--- config.mk ---
export PLATFORM = sky130hd
export DESIGN_NAME = fft_stage_sequencer_flat
export DESIGN_NICKNAME = d
export VERILOG_FILES = /design/src/rtl/fft_pkg.sv /design/src/rtl/fft_stage_sequencer_if.sv /design/src/rtl/fft_bitrev.sv /design/src/rtl/fft_stage_sequencer.sv /design/src/flat_wrapper.sv
export SDC_FILE = /design/constraint.sdc
export NUM_CORES = 1
export LEC_CHECK = 0
export BUFFER_PORTS_ARGS = -buffer_cell sky130_fd_sc_hd__buf_2
export CORE_UTILIZATION = 59
export CTS_BUF_LIST = sky130_fd_sc_hd__clkbuf_4
export DETAILED_ROUTE_END_ITERATION = 10
export HOLD_SLACK_MARGIN = 0.06
export PLACE_DENSITY_LB_ADDON = 0.1
export SYNTH_ARGS = -nofsm -noshare
export SYNTH_HDL_FRONTEND = slang
export SYNTH_SLANG_ARGS = --single-unit
export TNS_END_PERCENT = 1
--- constraint.sdc ---
create_clock -name clk -period 4 [get_ports clk]
set_input_delay 1 -clock clk [delete_from_list [all_inputs] [get_ports clk]]
set_output_delay 1 -clock clk [all_outputs]
set_load 0.02 [all_outputs]
--- src/rtl/fft_pkg.sv ---
// Shared definitions for the 32-point FFT control path: state encoding,
// default sizes and the stage-index width seen by mux_control.
package fft_pkg;

  typedef enum logic [1:0] {
    IDLE    = 2'd0,
    LOAD    = 2'd1,
    COMPUTE = 2'd2,
    UNLOAD  = 2'd3
  } fft_state_e;

  localparam int NUMSTAGES_DEF  = 5;
  localparam int NUMSAMPLES_DEF = 1 << NUMSTAGES_DEF;
  localparam int WL_DEF         = 16;
  // stage_num_r is a fixed 3-bit field at the mux_control boundary
  localparam int STAGEW         = 3;

endpackage

--- src/rtl/fft_stage_sequencer_if.sv ---
// Handshake and control bundle between the FFT stage sequencer (slave side)
// and its frame source/sink plus mux_control (master side).
interface fft_stage_sequencer_if #(
  parameter int NUMSTAGES = fft_pkg::NUMSTAGES_DEF
) ();
  import fft_pkg::*;

  localparam int CNTW = NUMSTAGES - 2;

  logic                 start;
  logic                 abort;
  logic                 in_valid;
  logic                 in_ready;
  logic                 out_valid;
  logic                 out_ready;
  logic [NUMSTAGES-1:0] sample_addr;
  logic                 ld_data;
  logic [CNTW-1:0]      counter_r;
  logic [STAGEW-1:0]    stage_num_r;
  logic                 busy;
  logic                 done;

  modport slave (
    input  start, abort, in_valid, out_ready,
    output in_ready, out_valid, sample_addr, ld_data,
           counter_r, stage_num_r, busy, done
  );

  modport master (
    output start, abort, in_valid, out_ready,
    input  in_ready, out_valid, sample_addr, ld_data,
           counter_r, stage_num_r, busy, done
  );

endinterface

--- src/rtl/fft_bitrev.sv ---
// Pure combinational W-bit reverse; maps a linear unload index onto the
// bit-reversed address so results leave in natural order.
module fft_bitrev #(
  parameter int W = fft_pkg::NUMSTAGES_DEF
) (
  input  logic [W-1:0] i_d,
  output logic [W-1:0] o_q
);

  for (genvar gi = 0; gi < W; gi++) begin : g_rev
    assign o_q[gi] = i_d[W-1-gi];
  end

endmodule

--- src/rtl/fft_stage_sequencer.sv ---
// Frame sequencer LOAD -> COMPUTE -> UNLOAD for the pipelined FFT datapath.
// Optional macro FFT_SEQ_BITREV_EN: bit-reversed UNLOAD addressing.
module fft_stage_sequencer #(
  parameter int NUMSTAGES  = fft_pkg::NUMSTAGES_DEF,
  parameter int NUMSAMPLES = fft_pkg::NUMSAMPLES_DEF
) (
  input  logic                   clk,
  input  logic                   rst_n,
  fft_stage_sequencer_if.slave   s_bus
);
  import fft_pkg::*;

  localparam int CNTW = NUMSTAGES - 2;

  localparam logic [NUMSTAGES-1:0] LAST_IDX = NUMSTAGES'(NUMSAMPLES - 1);
  localparam logic [NUMSTAGES-1:0] IDX_ONE  = NUMSTAGES'(1);
  localparam logic [CNTW-1:0]      CNT_ONE  = CNTW'(1);
  localparam logic [STAGEW-1:0]    STG_ONE  = STAGEW'(1);
  localparam logic [STAGEW-1:0]    LAST_STG = STAGEW'(NUMSTAGES - 1);

  fft_state_e           r_state, w_state_nxt;
  logic [NUMSTAGES-1:0] r_idx, w_idx_nxt;
  logic [NUMSTAGES-1:0] r_addr, w_addr_nxt, w_idx_view;
  logic [CNTW-1:0]      r_cnt, w_cnt_nxt;
  logic [STAGEW-1:0]    r_stage, w_stage_nxt;
  logic                 r_done, w_done_nxt;
  logic                 r_in_ready, r_out_valid, r_ld_data, r_busy;
  logic                 w_in_beat, w_out_beat;
  logic                 w_idx_last, w_cnt_last, w_stage_last;

  assign w_in_beat    = r_in_ready & s_bus.in_valid;
  assign w_out_beat   = r_out_valid & s_bus.out_ready;
  assign w_idx_last   = (r_idx == LAST_IDX);
  assign w_cnt_last   = (r_cnt == '1);
  assign w_stage_last = (r_stage == LAST_STG);

  // State and every output are registered from the next-state/next-value terms.
  always_ff @(posedge clk or negedge rst_n) begin
    if (!rst_n) begin
      r_state     <= IDLE;
      r_idx       <= '0;
      r_addr      <= '0;
      r_cnt       <= '0;
      r_stage     <= '0;
      r_done      <= 1'b0;
      r_in_ready  <= 1'b0;
      r_out_valid <= 1'b0;
      r_ld_data   <= 1'b0;
      r_busy      <= 1'b0;
    end else begin
      r_state     <= w_state_nxt;
      r_idx       <= w_idx_nxt;
      r_addr      <= w_addr_nxt;
      r_cnt       <= w_cnt_nxt;
      r_stage     <= w_stage_nxt;
      r_done      <= w_done_nxt;
      r_in_ready  <= (w_state_nxt == LOAD);
      r_out_valid <= (w_state_nxt == UNLOAD);
      r_ld_data   <= (w_state_nxt == LOAD);
      r_busy      <= (w_state_nxt != IDLE);
    end
  end

  always_comb begin
    w_state_nxt = r_state;
    if (s_bus.abort) begin
      w_state_nxt = IDLE;
    end else begin
      case (r_state)
        IDLE:    if (s_bus.start) w_state_nxt = LOAD;
        LOAD:    if (w_in_beat && w_idx_last) w_state_nxt = COMPUTE;
        COMPUTE: if (w_cnt_last && w_stage_last) w_state_nxt = UNLOAD;
        UNLOAD:  if (w_out_beat && w_idx_last) w_state_nxt = IDLE;
        default: w_state_nxt = IDLE;
      endcase
    end
  end

  // Abort clears everything and suppresses done, even against a final beat.
  always_comb begin
    w_idx_nxt   = r_idx;
    w_cnt_nxt   = r_cnt;
    w_stage_nxt = r_stage;
    w_done_nxt  = 1'b0;
    if (s_bus.abort) begin
      w_idx_nxt   = '0;
      w_cnt_nxt   = '0;
      w_stage_nxt = '0;
    end else begin
      case (r_state)
        IDLE: begin
          w_idx_nxt   = '0;
          w_cnt_nxt   = '0;
          w_stage_nxt = '0;
        end
        LOAD: begin
          if (w_in_beat) begin
            w_idx_nxt   = w_idx_last ? '0 : r_idx + IDX_ONE;
            w_cnt_nxt   = '0;
            w_stage_nxt = '0;
          end
        end
        COMPUTE: begin
          w_cnt_nxt = r_cnt + CNT_ONE;
          if (w_cnt_last) begin
            w_stage_nxt = w_stage_last ? '0 : r_stage + STG_ONE;
            w_idx_nxt   = '0;
          end
        end
        UNLOAD: begin
          if (w_out_beat) begin
            w_idx_nxt  = w_idx_last ? '0 : r_idx + IDX_ONE;
            w_done_nxt = w_idx_last;
          end
        end
        default: begin
          w_idx_nxt   = '0;
          w_cnt_nxt   = '0;
          w_stage_nxt = '0;
        end
      endcase
    end
  end

`ifdef FFT_SEQ_BITREV_EN
  fft_bitrev #(.W(NUMSTAGES)) u_bitrev (
    .i_d (w_idx_nxt),
    .o_q (w_idx_view)
  );
`else
  assign w_idx_view = w_idx_nxt;
`endif

  // Only the unload side sees the reordered address; loads stay linear.
  assign w_addr_nxt = (w_state_nxt == UNLOAD) ? w_idx_view : w_idx_nxt;

  assign s_bus.in_ready    = r_in_ready;
  assign s_bus.out_valid   = r_out_valid;
  assign s_bus.sample_addr = r_addr;
  assign s_bus.ld_data     = r_ld_data;
  assign s_bus.counter_r   = r_cnt;
  assign s_bus.stage_num_r = r_stage;
  assign s_bus.busy        = r_busy;
  assign s_bus.done        = r_done;

endmodule

--- src/flat_wrapper.sv ---
// flat-port wrapper written by rule: the top's interface ports become plain ports
module fft_stage_sequencer_flat import fft_pkg::*;
#(
  parameter int NUMSTAGES  = fft_pkg::NUMSTAGES_DEF,
  parameter int NUMSAMPLES = fft_pkg::NUMSAMPLES_DEF
)
  (clk, rst_n, s_bus_start, s_bus_abort, s_bus_in_valid, s_bus_out_ready, s_bus_in_ready, s_bus_out_valid, s_bus_sample_addr, s_bus_ld_data, s_bus_counter_r, s_bus_stage_num_r, s_bus_busy, s_bus_done);
  fft_stage_sequencer_if #(.NUMSTAGES(NUMSTAGES)) s_bus_i ();
  input  logic clk;
  input  logic rst_n;
  input wire logic [$bits(s_bus_i.start)-1:0] s_bus_start;
  input wire logic [$bits(s_bus_i.abort)-1:0] s_bus_abort;
  input wire logic [$bits(s_bus_i.in_valid)-1:0] s_bus_in_valid;
  input wire logic [$bits(s_bus_i.out_ready)-1:0] s_bus_out_ready;
  output wire logic [$bits(s_bus_i.in_ready)-1:0] s_bus_in_ready;
  output wire logic [$bits(s_bus_i.out_valid)-1:0] s_bus_out_valid;
  output wire logic [$bits(s_bus_i.sample_addr)-1:0] s_bus_sample_addr;
  output wire logic [$bits(s_bus_i.ld_data)-1:0] s_bus_ld_data;
  output wire logic [$bits(s_bus_i.counter_r)-1:0] s_bus_counter_r;
  output wire logic [$bits(s_bus_i.stage_num_r)-1:0] s_bus_stage_num_r;
  output wire logic [$bits(s_bus_i.busy)-1:0] s_bus_busy;
  output wire logic [$bits(s_bus_i.done)-1:0] s_bus_done;
  assign s_bus_i.start = s_bus_start;
  assign s_bus_i.abort = s_bus_abort;
  assign s_bus_i.in_valid = s_bus_in_valid;
  assign s_bus_i.out_ready = s_bus_out_ready;
  assign s_bus_in_ready = s_bus_i.in_ready;
  assign s_bus_out_valid = s_bus_i.out_valid;
  assign s_bus_sample_addr = s_bus_i.sample_addr;
  assign s_bus_ld_data = s_bus_i.ld_data;
  assign s_bus_counter_r = s_bus_i.counter_r;
  assign s_bus_stage_num_r = s_bus_i.stage_num_r;
  assign s_bus_busy = s_bus_i.busy;
  assign s_bus_done = s_bus_i.done;
  fft_stage_sequencer #(.NUMSTAGES(NUMSTAGES), .NUMSAMPLES(NUMSAMPLES)) u_core (.clk(clk), .rst_n(rst_n), .s_bus(s_bus_i));
endmodule
# Yosys cells after proc, flatten, opt, wreduce, memory -nomap -nowiden
# Index checks and enable logic that the tools add are counted.
# op_classes
eq_ne,11
n_reduce_logical,9
n_bitwise,2
n_mux,22
n_addsub,3
# ops
operator,count
5-bit two-way mux,5
5-bit one-hot mux with 4 select lines,1
3-bit one-hot mux with 3 select lines,2
3-bit two-way mux,5
2-bit two-way mux,5
3-bit by 2-bit inequality test with 1-bit output (second input constant),3
2-bit one-hot mux with 4 select lines,1
3-bit by 1-bit adder with 3-bit output (second input constant),2
2-bit equality test (second input constant),3
3-bit equality test (second input constant),2
3-bit AND reduction,2
5-bit by 1-bit adder with 5-bit output (second input constant),1
5-bit equality test (second input constant),1
2-bit by 1-bit equality test with 1-bit output (second input constant),2
4-bit nonzero test,1
1-bit logical AND,3
1-bit two-way mux,3
1-bit AND,2
2-bit zero test,1
2-bit AND reduction,1
2-bit nonzero test,1
# word_totals
input_bits,6
register_bits,17
elab_cells,55

# Logic depth before layout (Yosys ltp)
# depth
ltp_word,6
ltp_mapped,8

# Least setup slack after synthesis
# OpenSTA, ideal clock, no wires.
# synth_path
path_kind,reg2reg
startpoint,register u_core.r_idx[0]
endpoint,register u_core.r_in_ready (netlist: u_core.s_bus.in_ready)
path_stages_with_launch,9
t_required_ps,3919
arrival_ps,1881
setup_time_ps,81
synth_period_minus_slack_ps,1961
slack_ps,2039
cell_sequence,dfrtp_1 -> ha_1 -> and3_1 -> ha_1 -> and3_2 -> a311oi_1 -> a2111o_1 -> inv_2 -> nor3_2
# synth_between
elab_chain_len,6
elab_cells_between_ends,8
# synth_lines
item,line,source
from (decl),fft_stage_sequencer.sv:22,"logic [NUMSTAGES-1:0] r_idx, w_idx_nxt;"
from (signal assigned),fft_stage_sequencer.sv:52,r_idx <= w_idx_nxt;
5-bit equality test *,fft_stage_sequencer.sv:33,assign w_idx_last = (r_idx == LAST_IDX);
1-bit logical AND (on tied branches),"fft_stage_sequencer.sv:73, fft_stage_sequencer.sv:71",
2-bit two-way mux (on tied branches),"fft_stage_sequencer.sv:73, fft_stage_sequencer.sv:71",
2-bit one-hot mux with 4 select lines *,fft_stage_sequencer.sv:69,case (r_state)
2-bit two-way mux *,fft_stage_sequencer.sv:66,if (s_bus.abort) begin
net u_core.w_state_nxt[1],fft_stage_sequencer.sv:21,"fft_state_e r_state, w_state_nxt;"
2-bit by 1-bit equality test with 1-bit output *,fft_stage_sequencer.sv:57,r_in_ready <= (w_state_nxt == LOAD);
to (signal assigned),fft_stage_sequencer.sv:57,
to (decl),fft_stage_sequencer.sv:27,"logic r_in_ready, r_out_valid, r_ld_data, r_busy;"
# The timed path passes the listed nets; every way through them passes the cells marked *.
# A chain may end at the register's enable or synchronous reset.

# Worst setup path after layout
# layout_path
startpoint,register u_core.r_idx[0]
endpoint,register u_core.r_busy (netlist: u_core.s_bus.busy)
# layout_between
elab_chain_len,6
elab_cells_between_ends,8
# layout_lines
item,line,source
5-bit equality test *,fft_stage_sequencer.sv:33,
1-bit logical AND (on tied branches),"fft_stage_sequencer.sv:73, fft_stage_sequencer.sv:71",
2-bit two-way mux (on tied branches),"fft_stage_sequencer.sv:73, fft_stage_sequencer.sv:71",
2-bit one-hot mux with 4 select lines *,fft_stage_sequencer.sv:69,
2-bit two-way mux *,fft_stage_sequencer.sv:66,
2-bit nonzero test *,fft_stage_sequencer.sv:60,r_busy <= (w_state_nxt != IDLE);
to (signal assigned),fft_stage_sequencer.sv:60,
to (decl),fft_stage_sequencer.sv:27,
# Mark *: on every way between the ends. The rest lies on a longest branch, timed or not.

==> results by group <==
Global route
  • Wire length of the first global-routing pass: approximately 3.2 mm
  • Vias in the first global route: between 700 and 800
  • GRT Total Usage: 0.230
  • GRT overflow: 0
  • Initial antenna violation count: 0
  • Largest net degree at the start of global routing: 18

Die
  • Core area: 1540 um2
  • Starting Density: 0.640
  • Row Count: 14
  • Die Y: roughly 43 um
  • I/O Pins: 22
  • Die area: around 1800 um2
  • Die Wd: between 40 and 50 um

Layout
  • Footprint of the multi-input gates: between 500 and 600 um2
  • Fillers: 120
  • Synth-to-Final Area Change: 14.6%
  • # nets final: approximately 140
  • Diode count: 0
  • FF+latch area: about 430 um2
  • Share of layout cells above drive strength 1: 0.252

Logic synthesis
  • Ys async rst share: 1.00
  • EDFF count, synth: 0
  • Post-synth top area share: 0.431
  • Yosys warning count: 0
  • Area contributors post-synth: dfrtp_1 (43%), ha_1 (13%), nand2_1 (5.3%)
  • Netlist Area Pre-Place: around 1000 um2
  • Syn Nets: 120
  • Most common library cells after synthesis: dfrtp_1 (17), nand2_1 (14), ha_1 (10), o21ai_0 (9), nor2_1 (8)
  • Yosys top cell by area: dfrtp_1
  • Synth Register Bits: 17
  • Post-Syn Instances: approximately 100
  • Synth unique cells: 34
  • Top FF cell, synth: dfrtp_1
  • Register area share after synthesis: 0.431
  • Syn_area_per_cell: 9.48 um2
  • Most frequent cell after synthesis: dfrtp_1

Power
  • Power density over the cells: 302 nW/um2
  • Leakage: approximately 0.6 nW
  • Peak VDD IR: 0.208 mV

STA
  • Min Clock Period, post-route: about 2.1 ns
  • Fin Hold WS: about 0.5 ns
  • Setup TNS: 0 ns
  • Final Cycle Share: 0.516
  • Final Max Slew Viols: 0
  • # setup viols final: 0
  • Final setup margin: 1.94 ns
  • Slew margin rel.: 0.618
  • Final Skew: ~0.0022 ns
  • Hold Violations, Final: 0
  • RSZ-0062 raised after global routing: no
  • Slew @ Worst Pin: around 0.57 ns
  • Achievable Freq: ~480 MHz

Routing
  • Drt first pass iters: 4
  • Final wirelength: a little under 2 mm
  • Residual DRC: 0
  • Iteration-0 DRC Markers: 30
  • Routed WL per cell: about 14 um
  • Vias: roughly 830
  • DRT antenna net count: 0
  • Post-DR vias/cell: roughly 5.8

Clocking
  • H-Tree Depth: 1
  • Clk_lat worst skew: between 0.2 and 0.3 ns
  • CTS Buf Count: 3
  • Clock transition at path regs: approximately 0.10 ns
  • Cts repair resizes: 0
  • CTS tree: done
  • Setup bufs post-CTS: 0
  • Root buffer cell: clkbuf_4
  • Worst-case clock buffer depth: 2
  • Hold_buf cts: 0
  • Clock Sinks: 17

Placement
  • DP HPWL: ~1.5 mm
  • Gpl congestion: about 0.84
  • I/O Buffers: 21
  • DP Worst Slack: roughly 1.9 ns

Setup path
  • Critical path class: reg -> reg
  • Arrival time worst endpoint: around 2.2 ns
  • Crit path capture type: flop
  • CP Max Fanout: 5
  • Worst setup SP type: flop
  • Required @ worst endpoint: approximately 4.2 ns

Hold path
  • Hold Path Class: reg -> reg

Run status
  • Outcome: finished, final reports clean

Run
  • Max-cap viol count: 0
## state kept, by name (all words and copies together), names as in the netlist
name                      cells
u_core.r_idx                  5
u_core.s_bus.counter_r        3
u_core.s_bus.stage_num_r      3
u_core.r_state                2
u_core.s_bus.busy             1
u_core.s_bus.done             1
u_core.s_bus.in_ready         1
u_core.s_bus.out_valid        1
## cell usage in the layout (no fill, tap or decap), types with 2 or more instances in the layout
master,instances
buf_2,21
dfrtp_1,17
nand2_1,14
ha_1,10
o21ai_0,9
nor2_1,8
a21oi_1,6
inv_1,5
clkbuf_4,4
nand2b_1,3
nand3_1,3
a311oi_1,2
nor3b_1,2
a21bo_2,2
a31oi_1,2
## cells by family (layout without fill, tap and decap cells)
family,Yosys count,in the layout,share of synthesized area
AO/OA/AOI/OAI,26,26,0.176
adder cells (fa/ha/maj),10,10,0.127
buffers and inverters,8,31,0.0343
flip-flops,17,17,0.431
AND/OR/NAND/NOR,43,43,0.231
## metrics by stage
step            util  cells  total power [mW]  instance area (um2)
6_report       0.733    143             0.341                 1130
5_1_grt        0.733    143             0.357                 1130
4_1_cts        0.733    143             0.344                 1130
3_5_place_dp   0.713    139             0.245                 1100
3_3_place_gp   0.713    139             0.244                 1100
2_1_floorplan      -    104             0.227                  986
## layer usage
metal	routed length, um	track usage	vias to the layer above
met3	75	0.0383	2
met2	927	0.385	21
met5	0	0	-
li1	-	-	422
met1	918	0.302	388
met4	13	0.0750	0
## final timing paths
path                            startpoint                     endpoint  slack [ns]  cells after the start
max                        u_core.r_idx[0]            u_core.s_bus.busy        1.94                      7
min                        u_core.r_idx[3]              u_core.r_idx[3]        0.50                      1
max reg2reg                u_core.r_idx[0]            u_core.s_bus.busy        1.94                      7
min reg2reg                u_core.r_idx[3]              u_core.r_idx[3]        0.50                      1
max in group asynchronous            rst_n              u_core.r_idx[3]        3.11                      1
min in group asynchronous            rst_n  u_core.s_bus.stage_num_r[2]        0.62                      1
## where the power goes
group          internal [mW]  total [mW]  switching [mW]  leakage (nW)
clock network         0.0455      0.0991          0.0535        0.0184
logic                 0.0198      0.0599          0.0402         0.340
registers              0.177       0.182         0.00511         0.234
## area by class of cell
| class | count | area share |
|---|---|---|
| Clock buffer | 4 | 0.0266 |
| Inverter | 6 | 0.0199 |
| Multi-Input combinational cell | 79 | 0.466 |
| Sequential cell | 17 | 0.377 |
| Tap cell | 16 | 0.0177 |
| Timing Repair Buffer | 21 | 0.0930 |
## worst max-delay path, cell delays in order, from the launching register on
cell and delay, ns:
dfrtp_1 0.41, ha_1 0.20, and3_1 0.17, ha_1 0.26
and3_2 0.23, nor2_1 0.04, a311oi_1 0.46, o21ai_0 0.14
(Power assumes the default switching activity.)
